## src/rtl/multi_channel_sensor_sequencer.sv

```systemverilog
// Scans the enabled sensors in ascending order through one shared ADC, averaging
// 2^avg_log2 conversions per channel and returning one result per channel.
module multi_channel_sensor_sequencer #(
  parameter int NUM_CHANNELS  = 4,
  parameter int ADC_WIDTH     = 16,
  parameter int CONFIG_WIDTH  = 3,
  parameter int SETTLE_TICKS  = 64,
  parameter int MAX_AVG_LOG2  = 3,
  parameter int TIMEOUT_TICKS = 4096
) (
  input  logic                    clk,
  input  logic                    rst_n,
  input  logic                    start,
  input  logic                    abort,
  input  logic [NUM_CHANNELS-1:0] chan_mask,
  input  logic [(MAX_AVG_LOG2 > 0 ? $clog2(MAX_AVG_LOG2 + 1) : 1)-1:0] avg_log2,
  input  logic [CONFIG_WIDTH-1:0] cfg_in,
  output logic                    busy,
  output logic                    done,
  output logic [NUM_CHANNELS-1:0] sens_enable,
  output logic [NUM_CHANNELS-1:0] sens_read,
  output logic [CONFIG_WIDTH-1:0] sens_config,
  output logic                    adc_enable,
  output logic                    adc_read,
  input  logic                    adc_conversion_complete,
  input  logic [ADC_WIDTH-1:0]    adc_value,
  output logic                    result_valid,
  input  logic                    result_ready,
  output logic [(NUM_CHANNELS > 1 ? $clog2(NUM_CHANNELS) : 1)-1:0] result_channel,
  output logic [ADC_WIDTH-1:0]    result_value,
  output logic                    result_timeout
);

  localparam int CH_W    = (NUM_CHANNELS > 1) ? $clog2(NUM_CHANNELS) : 1;
  localparam int AVG_W   = (MAX_AVG_LOG2 > 0) ? $clog2(MAX_AVG_LOG2 + 1) : 1;
  localparam int ACC_W   = ADC_WIDTH + MAX_AVG_LOG2;
  localparam int SAMP_W  = MAX_AVG_LOG2 + 2;
  localparam int CNT_MAX = (SETTLE_TICKS > TIMEOUT_TICKS) ? SETTLE_TICKS : TIMEOUT_TICKS;
  localparam int CNT_W   = $clog2(CNT_MAX + 1);

  typedef enum logic [2:0] {
    S_IDLE,
    S_SETTLE,
    S_REQ,
    S_WAIT_LOW,
    S_EMIT,
    S_DONE
  } state_t;

  state_t                  state_q, state_d;
  logic [NUM_CHANNELS-1:0] mask_q, mask_d;
  logic [AVG_W-1:0]        avg_q, avg_d;
  logic [CONFIG_WIDTH-1:0] cfg_q, cfg_d;
  logic [CH_W-1:0]         ch_q, ch_d;
  logic [CNT_W-1:0]        cnt_q, cnt_d;
  logic [SAMP_W-1:0]       left_q, left_d;
  logic [ACC_W-1:0]        acc_q, acc_d;
  logic [CH_W-1:0]         res_ch_q, res_ch_d;
  logic [ADC_WIDTH-1:0]    res_val_q, res_val_d;
  logic                    res_tmo_q, res_tmo_d;

  logic                    first_found, next_found;
  logic [CH_W-1:0]         first_ch, next_ch;
  logic [AVG_W-1:0]        avg_clamped;

  always_ff @(posedge clk or negedge rst_n) begin
    if (!rst_n) begin
      state_q   <= S_IDLE;
      mask_q    <= '0;
      avg_q     <= '0;
      cfg_q     <= '0;
      ch_q      <= '0;
      cnt_q     <= '0;
      left_q    <= '0;
      acc_q     <= '0;
      res_ch_q  <= '0;
      res_val_q <= '0;
      res_tmo_q <= 1'b0;
    end else begin
      state_q   <= state_d;
      mask_q    <= mask_d;
      avg_q     <= avg_d;
      cfg_q     <= cfg_d;
      ch_q      <= ch_d;
      cnt_q     <= cnt_d;
      left_q    <= left_d;
      acc_q     <= acc_d;
      res_ch_q  <= res_ch_d;
      res_val_q <= res_val_d;
      res_tmo_q <= res_tmo_d;
    end
  end

  // Lowest set bit of the incoming mask, and lowest captured bit above the current channel.
  always_comb begin
    first_found = 1'b0;
    first_ch    = '0;
    next_found  = 1'b0;
    next_ch     = '0;
    for (int unsigned i = 0; i < NUM_CHANNELS; i++) begin
      if (chan_mask[i] && !first_found) begin
        first_found = 1'b1;
        first_ch    = CH_W'(i);
      end
      if (mask_q[i] && (CH_W'(i) > ch_q) && !next_found) begin
        next_found = 1'b1;
        next_ch    = CH_W'(i);
      end
    end
    avg_clamped = (avg_log2 > AVG_W'(MAX_AVG_LOG2)) ? AVG_W'(MAX_AVG_LOG2) : avg_log2;
  end

  always_comb begin
    state_d   = state_q;
    mask_d    = mask_q;
    avg_d     = avg_q;
    cfg_d     = cfg_q;
    ch_d      = ch_q;
    cnt_d     = cnt_q;
    left_d    = left_q;
    acc_d     = acc_q;
    res_ch_d  = res_ch_q;
    res_val_d = res_val_q;
    res_tmo_d = res_tmo_q;
    case (state_q)
      S_IDLE: begin
        if (start) begin
          mask_d = chan_mask;
          avg_d  = avg_clamped;
          cfg_d  = cfg_in;
          if (first_found) begin
            ch_d    = first_ch;
            cnt_d   = '0;
            state_d = S_SETTLE;
          end else begin
            state_d = S_DONE;
          end
        end
      end
      S_SETTLE: begin
        acc_d  = '0;
        left_d = SAMP_W'(1) << avg_q;
        if (cnt_q == CNT_W'(SETTLE_TICKS - 1)) begin
          cnt_d   = '0;
          state_d = S_REQ;
        end else begin
          cnt_d = cnt_q + CNT_W'(1);
        end
      end
      S_REQ: begin
        // A completion on the final allowed cycle still counts as a good sample.
        if (adc_conversion_complete) begin
          acc_d   = acc_q + ACC_W'(adc_value);
          left_d  = left_q - SAMP_W'(1);
          state_d = S_WAIT_LOW;
        end else if (cnt_q == CNT_W'(TIMEOUT_TICKS - 1)) begin
          res_ch_d  = ch_q;
          res_val_d = '0;
          res_tmo_d = 1'b1;
          state_d   = S_EMIT;
        end else begin
          cnt_d = cnt_q + CNT_W'(1);
        end
      end
      S_WAIT_LOW: begin
        if (!adc_conversion_complete) begin
          if (left_q != '0) begin
            cnt_d   = '0;
            state_d = S_REQ;
          end else begin
            res_ch_d  = ch_q;
            res_val_d = ADC_WIDTH'(acc_q >> avg_q);
            res_tmo_d = 1'b0;
            state_d   = S_EMIT;
          end
        end
      end
      S_EMIT: begin
        if (result_ready) begin
          if (next_found) begin
            ch_d    = next_ch;
            cnt_d   = '0;
            state_d = S_SETTLE;
          end else begin
            state_d = S_DONE;
          end
        end
      end
      S_DONE:  state_d = S_IDLE;
      default: state_d = S_IDLE;
    endcase
    if (abort) begin
      state_d = S_IDLE;
    end
  end

  always_comb begin
    busy         = 1'b0;
    done         = 1'b0;
    sens_enable  = '0;
    sens_read    = '0;
    sens_config  = '0;
    adc_enable   = 1'b0;
    adc_read     = 1'b0;
    result_valid = 1'b0;
    case (state_q)
      S_SETTLE, S_WAIT_LOW: begin
        busy              = 1'b1;
        adc_enable        = 1'b1;
        sens_config       = cfg_q;
        sens_enable[ch_q] = 1'b1;
      end
      S_REQ: begin
        busy              = 1'b1;
        adc_enable        = 1'b1;
        sens_config       = cfg_q;
        sens_enable[ch_q] = 1'b1;
        sens_read[ch_q]   = 1'b1;
        adc_read          = 1'b1;
      end
      S_EMIT: begin
        busy         = 1'b1;
        adc_enable   = 1'b1;
        sens_config  = cfg_q;
        result_valid = 1'b1;
      end
      S_DONE:  done = 1'b1;
      default: ;
    endcase
  end

  assign result_channel = res_ch_q;
  assign result_value   = res_val_q;
  assign result_timeout = res_tmo_q;

endmodule

```

## config.mk

```make
export PLATFORM = sky130hd
export DESIGN_NAME = multi_channel_sensor_sequencer
export DESIGN_NICKNAME = d
export VERILOG_FILES = /design/src/rtl/multi_channel_sensor_sequencer.sv
export SDC_FILE = /design/constraint.sdc
export NUM_CORES = 1
export LEC_CHECK = 0
export CORE_UTILIZATION = 40
export CTS_CLUSTER_SIZE = 28
export DETAILED_ROUTE_END_ITERATION = 8
export PLACE_DENSITY_LB_ADDON = 0.3
export SLEW_MARGIN = 20
export SYNTH_ARGS = -nofsm -noshare
export SYNTH_HDL_FRONTEND = slang
export SYNTH_SLANG_ARGS = --single-unit
export TNS_END_PERCENT = 50
```

## constraint.sdc

```tcl
create_clock -name clk -period 3.28 [get_ports clk]
set_input_delay 0.656 -clock clk [delete_from_list [all_inputs] [get_ports clk]]
set_output_delay 0.656 -clock clk [all_outputs]
set_load 0.1 [all_outputs]
```

# ---- Word level (Yosys, flattened, before mapping)
# Cells that the tools add are included.
dict set report op_classes {
  n_addsub 3
  n_eq_ne 23
  shifts 2
  n_lt_le_gt_ge 7
  mux 69
  n_reduce_logical 31
}
# cell count
set op_table {}
lappend op_table {{13-bit two-way mux} 9}
lappend op_table {{13-bit case mux with 5 select lines} 1}
lappend op_table {{16-bit two-way mux} 4}
lappend op_table {{19-bit case mux with 2 select lines} 1}
lappend op_table {{3-bit two-way mux} 11}
lappend op_table {{16-bit case mux with 2 select lines} 1}
lappend op_table {{2-bit two-way mux} 13}
lappend op_table {{2-bit != test (second input constant)} 11}
lappend op_table {{19-bit by 16-bit adder with 19-bit output} 1}
lappend op_table {{1-bit two-way mux} 19}
lappend op_table {{19-bit two-way mux} 1}
lappend op_table {{19-bit by 2-bit right shift with 16-bit output} 1}
lappend op_table {{3-bit case mux with 5 select lines} 1}
lappend op_table {{5-bit AND reduction} 3}
lappend op_table {{13-bit by 1-bit adder with 13-bit output (second input constant)} 1}
lappend op_table {{13-bit by 12-bit equality test with 1-bit output (second input constant)} 1}
lappend op_table {{13-bit by 6-bit equality test with 1-bit output (second input constant)} 1}
lappend op_table {{3-bit != test (second input constant)} 4}
lappend op_table {{1-bit logical AND} 11}
lappend op_table {{5-bit case mux with 2 select lines} 1}
lappend op_table {{5-bit nonzero test} 2}
lappend op_table {{9-bit AND reduction} 1}
lappend op_table {{4-bit two-way mux} 2}
lappend op_table {{2-bit case mux with 2 select lines} 2}
lappend op_table {{20 further kinds} 32}
dict set report totals {
  register_bits 70
  out_inout_bits 35
  word_cells 146
}

# ---- Longest topological paths before layout
# Gate-level depths: netlist (run 1).
dict set report logic_depth {
  ltp_word 16
  ltp_mapped 10
  mapped_depth_nobuf 8
}

# ---- Least setup slack after synthesis (run 1)
# OpenSTA, ideal clock, no wires.
dict set report synth_path {
  path_type {register -> output}
  startpoint {reg state_q[2]}
  endpoint {out sens_enable[0]}
  stages_incl_launch_ff 4
  slack_ps -997
  t_arrival_ps 3621
  path_cell_list {dfrtp_1 buf_4 clkbuf_1 nor4_1}
}
dict set report synth_between {
  elab_chain_cells 3
  word_cells_on_any_way 5
}
# item line
set synth_lines {}
lappend synth_lines {{start, declared} 50} ;# state_t state_q, state_d;
lappend synth_lines {{start signal, assigned} 80} ;# state_q <= state_d;
lappend synth_lines {{3-bit by 2-bit equality test with 1-bit output / 3-bit by 1-bit equality test with 1-bit output (equally long branches)} 206} ;# case (state_q)
lappend synth_lines {{3-bit OR reduction (no source line) *} -}
lappend synth_lines {{4-bit two-way mux *} -}
lappend synth_lines {{end, declared} 20} ;# output logic [NUM_CHANNELS-1:0] sens_enable,
# Mark *: on every way between the ends. The rest lies on a longest branch, timed or not.

# ---- Worst setup path after layout (run 1)
dict set report layout_path {
  startpoint {in adc_value[0]}
  endpoint {reg acc_q[18]}
}
dict set report layout_between {
  elab_chain_cells 3
}
# item line
set layout_lines {}
lappend layout_lines {{start, declared} 26} ;# input logic [ADC_WIDTH-1:0] adc_value,
lappend layout_lines {{19-bit by 16-bit adder with 19-bit output} 153} ;# acc_d = acc_q + ACC_W'(adc_value);
lappend layout_lines {{19-bit two-way mux} 152} ;# if (adc_conversion_complete) begin
lappend layout_lines {{19-bit case mux with 2 select lines} 125} ;# case (state_q)
lappend layout_lines {{end signal, assigned} 75} ;# acc_q <= '0;
lappend layout_lines {{end signal, assigned} 87} ;# acc_q <= acc_d;
lappend layout_lines {{end, declared} 57} ;# logic [ACC_W-1:0] acc_q, acc_d;
# No other way between the ends. The select of a mux whose other input is x is not followed.
# A chain may end at the register's enable or synchronous reset.

==> results of run 1 <==
## sequential cells by signal, indices dropped and copies added (netlist names)
name / flops
state_q: 3
acc_q: 19
result_timeout: 1
left_q: 5
cfg_q: 3
result_value: 16
result_channel: 2
mask_q: 3
ch_q: 2
cnt_q: 13
avg_q: 2
## critical path: cells and delay by family
| family | cells | cell delay [ns] |
|---|---|---|
| multiplexers | 1 | 0.21 |
| adder cells (fa/ha/maj) | 2 | 0.64 |
| buffers and inverters | 2 | 0.59 |
| AO/OA/AOI/OAI | 3 | 0.69 |
| AND/OR/NAND/NOR | 2 | 0.29 |
## stage by stage
stage	hold slack [ns]	TNS, ns	instance area, um^2	setup WS, ns	std cells
after floorplan	0.3604	-1.222	4563	-0.4920	479
after global placement	0.4646	0	5303	0.2050	667
after detailed placement	0.4731	0	5303	0.1325	667
after CTS	0.3619	0	5584	0.4584	682
after global routing	0.3854	0	5584	0.3446	682
final	0.3268	0	5584	0.4519	682
## cells in the mapped netlist, types with 3 or more instances
cell type	count
ha_1	19
a22o_1	12
or3_1	5
nand2_1	61
nand4_1	11
nor2_1	33
and2_1	6
mux2i_1	9
clkbuf_1	13
a21o_1	5
o31ai_1	6
o22ai_1	3
inv_1	9
a21oi_1	27
and3_1	9
buf_2	7
dfrtp_1	69
nor4_1	4
mux2_2	12
nand2b_1	6
nand3_1	7
o21a_1	3
o211ai_1	7
xor2_1	12
nor3_1	10
a31oi_1	3
mux4_2	10
xnor2_1	6
a211oi_1	4
buf_4	4
o21ai_0	41
## path summary, 6_finish.rpt
kind | from | slack (ns) | end | depth (start not counted)
setup / recovery | adc_value[0] | 0.45 | acc_q[18]$_DFFE_PN0P_ | 10
hold / removal | rst_n | 0.33 | cfg_q[1]$_DFFE_PN0P_ | 2
setup reg to reg | state_q[2]$_DFFE_PN0P_ | 0.78 | ch_q[1]$_DFFE_PN0P_ | 7
hold reg to reg | result_value[6]$_DFFE_PN0P_ | 0.48 | result_value[6]$_DFFE_PN0P_ | 2
max in group asynchronous | rst_n | 2.62 | left_q[4]$_DFFE_PN0P_ | 2
min in group clk | result_value[6]$_DFFE_PN0P_ | 0.48 | result_value[6]$_DFFE_PN0P_ | 2
## power breakdown
group / internal, mW / switching (mW)
Combinational: 1.08 / 2.07
Clock: 0.580 / 0.368
Sequential: 1.10 / 0.390
## cell type report
type                            instances  area [um^2]
Inverter                               12        45.04
Fill cell                             980         5351
Tap cell                              140        175.2
Sequential cell                        69         1727
Clock inverter                          5        52.55
Clock buffer                           10        229.0
Multi-Input combinational cell        372         2655
Timing Repair Buffer                   74        700.7
## cell families (layout without fill, tap and decap cells)
| group | Yosys count | in the layout | share of synthesized area, % |
|---|---|---|---|
| AND/OR/NAND/NOR | 173 | 173 | 19.87 |
| AO/OA/AOI/OAI | 130 | 130 | 18.93 |
| flip-flops | 69 | 69 | 38.09 |
| buffers and inverters | 38 | 101 | 4.002 |
| multiplexers | 31 | 31 | 9.937 |
| adder cells (fa/ha/maj) | 20 | 20 | 5.686 |
| XOR/XNOR | 18 | 18 | 3.478 |
## per-layer routing
| metal | up-vias | GRT usage, % | routed length [um] |
|---|---|---|---|
| li1 | 1886 | - | - |
| met1 | 1902 | 26.64 | 5155 |
| met2 | 119 | 32.23 | 5273 |
| met3 | 18 | 3.797 | 599 |
| met4 | 0 | 6.853 | 174 |
| met5 | - | 0 | 0 |
==> flow_summary.toml, run 1 <==
[status]
status = "complete, no violations"

[logic_synthesis]
synth_top_area_cell = "dfrtp_1"
synthTopCellsByArea = "dfrtp_1 (38%), ha_1 (5.2%), nand2_1 (5.1%), mux4_2 (5.0%), o21ai_0 (4.5%)"
async_reset_ff_share_pct = 100.0
netlist.area_leader.share_pct = 38.09
syn-instance-count = 479
yosysWarnings = 0
syn_area_um2 = 4533
yosysSeqAreaShare_pct = 38.09
synth_cell_types = 66
ys.flop_type = "dfrtp_1"
syn_area_per_cell_um2 = 9.464
synth_nets = 530
synth_edf_count = 0
synth_seq_cells = 69

[worst_setup_path]
critPathSlowestCell = "clkdlybuf4s50_1"
cp_max_fo = 3
critPathLaunchType = "input port"
required_ns = 3.53
cp_cell_sequence = "clkdlybuf4s50_1, ha_1, fa_1, a21o_1, a31o_2, nor4_1, buf_4, nor4_1, o211ai_1, mux2i_1"
crit_type = "input port to flip-flop"
slowest_delay_ns = 0.41
cp_data_arrival_time_ns = 3.08
cp_common_cell = "nor4_1"
cp-end-kind = "flip-flop"

[global_routing]
grt_start_max_net_pins = 70
grt_antenna_before_repair = 0
grt_usage_pct = 19.93
grt_overflow = 0
grt_pass1_wl_um = 18370
first_global_vias = 3730

[routing]
wirelength_um = 11200
via_count = 3925
firstDrtPassIters = 4
final_antenna_net_count = 0
drc = 0
viasPerCell = 5.755
drt_iter0_drc = 254
wire_per_inst_um = 16.43

[floorplanning]
fp.dieH_um = 108.5
rows = 38
die-area_um2 = 11760
ioPinCount = 66
core_region_area_um2 = 10940
die_w_um = 108.5
start_util_pct = 41.45

[pwr]
p_leak_nw = 2.493
peakVddDrop_mv = 1.197
powerDensity_nw_per_um2 = 1000
power.total_mw = 5.586

[placed_design]
dp_hpwl_um = 7946
port_buffers = 65
place_congestion = 0.8613

[sta]
worst_pin_slew_ns = 1.014
finalCritPeriodShare_pct = 86.22
final_hold_viol_count = 0
rsz0062_at_grt = "no"
max_freq_ghz = 0.3536
finalSetupViolCount = 0
fin_crit_ns = 2.828
maxSlewViolCount = 0
skew_ns = 0.007522
slew_headroom_pct = 32.40

[clock_tree]
htreeDepth = 3
cts_buffer_depth = 2
clkSlewWorstSetupHoldPaths_ns = 0.06
cts-resized-gates = 0
cts_sinks = 69
clock_latency_ns = 0.33
cts_hold_buf = 0
cts_root_buffer = "clkbuf_16"
numCtsBuffers = 9
cts_tree = "built"
post_cts.repair.setup_buffers = 0

[cells_and_area]
n_antenna_cell = 0
final_cell_mix = "dfrtp_1 (69), nand2_1 (61), o21ai_0 (41)"
layout_commonest_cell = "dfrtp_1"
drive_gt1_share_pct = 18.82
synthToLayoutAreaGrowth_pct = 23.19
finalNetCount = 589
final_util_pct = 51.06

[job]
cap_viol_max_count = 0

[min_path]
hold_class = "input port to asynchronous set/reset pin"
Note: power is estimated with default switching activity, not from simulation.
==> inputs of run 2 (changes only) <==
CORE_UTILIZATION = 55   (was 40)
HOLD_SLACK_MARGIN = 0.1   (was not set)
==> flow_summary.toml, run 2 (synthesis results as in run 1) <==
[sta]
finalCritPeriodShare_pct = 84.02
final_hold_viol_count = 0
maxSlewViolCount = 0
fin_crit_ns = 2.756
max_freq_ghz = 0.3629
slew_headroom_pct = 33.22
fin_tns_setup_ns = 0
rsz0062_at_grt = "no"
worst_pin_slew_ns = 1.002
finalSetupViolCount = 0
skew_ns = 0.01072

[pwr]
p_int_mw = 2.576
switching_share_pct = 51.82
powerDensity_nw_per_um2 = 979.9
p_leak_nw = 2.460
seqPwrFrac_pct = 27.8
p_switching_mw = 2.772
p_comb_share_pct = 58.7
peakVddDrop_mv = 0.3903
clkPwrFrac_pct = 13.5

[floorplanning]
fp.dieH_um = 92.79
die-area_um2 = 8609
ioPinCount = 66
start_util_pct = 57.76
core_region_area_um2 = 7848
rows = 32
die_w_um = 92.79

[clock_tree]
htreeDepth = 3
cts_buffer_depth = 2
post_cts.repair.setup_buffers = 0
clkSlewWorstSetupHoldPaths_ns = 0.08
cts_root_buffer = "clkbuf_8"
numCtsBuffers = 9
clock_latency_ns = 0.35
cts_tree = "built"
cts_hold_buf = 0
cts-resized-gates = 0
cts_sinks = 69

[worst_setup_path]
rr_startpoint = "left_q[0]$_DFFE_PN0P_"
crit_type = "input port to flip-flop"
cp_max_fo = 3
r2r_setup_slack_ns = 0.75
cp-end-kind = "flip-flop"
critPathBufInv = 2
critPathSlowestCell = "clkdlybuf4s50_1"
cp_data_arrival_time_ns = 3.02
path_depth = 10
ff2ff_path_depth = 6
required_ns = 3.55
r2r_end = "result_value[6]$_DFFE_PN0P_"
cp_common_cell = "nor4_1"
crit_start = "adc_value[0]"
slowest_delay_ns = 0.41
critPathLaunchType = "input port"
cp_cell_sequence = "clkdlybuf4s50_1, ha_1, fa_1, a21o_1, a31o_2, nor4_1, buf_4, nor4_1, o211ai_1, mux2i_1"
critPathTopFamily = "compound AO/OA/AOI/OAI gates"

[routing]
viasPerCell = 6.105
via_count = 3938
wirelength_um = 10660
wire_per_inst_um = 16.53
firstDrtPassIters = 4
drt_iter0_drc = 255
final_antenna_net_count = 0
drc = 0

[cells_and_area]
final_cell_mix = "dfrtp_1 (69), nand2_1 (61), o21ai_0 (41)"
top_register = "acc_q"
design_area_um2 = 5458
fin_cells = 645
n_antenna_cell = 0
synthToLayoutAreaGrowth_pct = 20.40
layout_commonest_cell = "dfrtp_1"
largest_register_ffs = 19
finalNetCount = 589
drive_gt1_share_pct = 18.78

[placed_design]
dp_hpwl_um = 7757
dp_cells = 629
placed_cell_area_um2 = 5255
place_congestion = 0.8909
port_buffers = 65

[global_routing]
first_global_vias = 3625
grt_usage_pct = 26.09
grt_pass1_wl_um = 17620
grt_antenna_before_repair = 0
grt_overflow = 0
grt_start_max_net_pins = 37

[status]
status = "complete, no violations"

[job]
cap_viol_max_count = 0

[min_path]
hold_class = "input port to asynchronous set/reset pin"
## run 2: cell types whose count changed in the layout (fill, tap and decap cells not counted), sizes merged
cell,delta
clkinvlp,-1
clkinv,-1
clkbuf,+3
## run 2: how the worst max path moves through the flow
| stage | to | slack (ns) |
|---|---|---|
| global route | acc_q[18]$_DFFE_PN0P_ | 0.34 |
| finish | acc_q[18]$_DFFE_PN0P_ | 0.52 |
| floorplan | done | -0.49 |
| CTS | acc_q[18]$_DFFE_PN0P_ | 0.53 |
| detailed placement | acc_q[18]$_DFFE_PN0P_ | 0.13 |
| global placement | acc_q[14]$_DFFE_PN0P_ | 0.24 |
## run 2: per-stage QoR
stage	hold slack, ns	utilization, %	power (mW)	setup slack [ns]
after CTS	0.4346	69.55	5.345	0.5328
after global routing	0.4534	69.55	5.675	0.3415
after detailed placement	0.4764	66.96	4.617	0.1306
after global placement	0.4592	66.96	4.541	0.2365
final	0.3962	69.55	5.348	0.5242
after floorplan	0.3604	-	3.908	-0.4920
## run 2: per-layer routing
metal / vias up / global-route usage, % / share of wire [%]
met4: 0 / 7.949 / 1.6
li1: 1892 / - / -
met5: - / 0 / 0
met1: 1922 / 37.45 / 46
met3: 17 / 4.844 / 4.7
met2: 107 / 40.13 / 47
## run 2: power groups by stage
stage | sequential, mW | combinational, mW | clock [mW]
after floorplan | 1.70 | 2.21 | 0
after global routing | 1.53 | 3.37 | 0.772
after CTS | 1.48 | 3.13 | 0.729
final | 1.49 | 3.14 | 0.721
after global placement | 1.48 | 3.06 | 0
after detailed placement | 1.50 | 3.12 | 0
## run 2: layout make-up
class	instances	area, um^2
clock buffers	13	158.9
clock inverters	3	43.79
fillers	595	2390
inverters	12	45.04
multi-input cells	372	2655
flip-flops and latches	69	1727
well taps	102	127.6
repair buffers	74	700.7
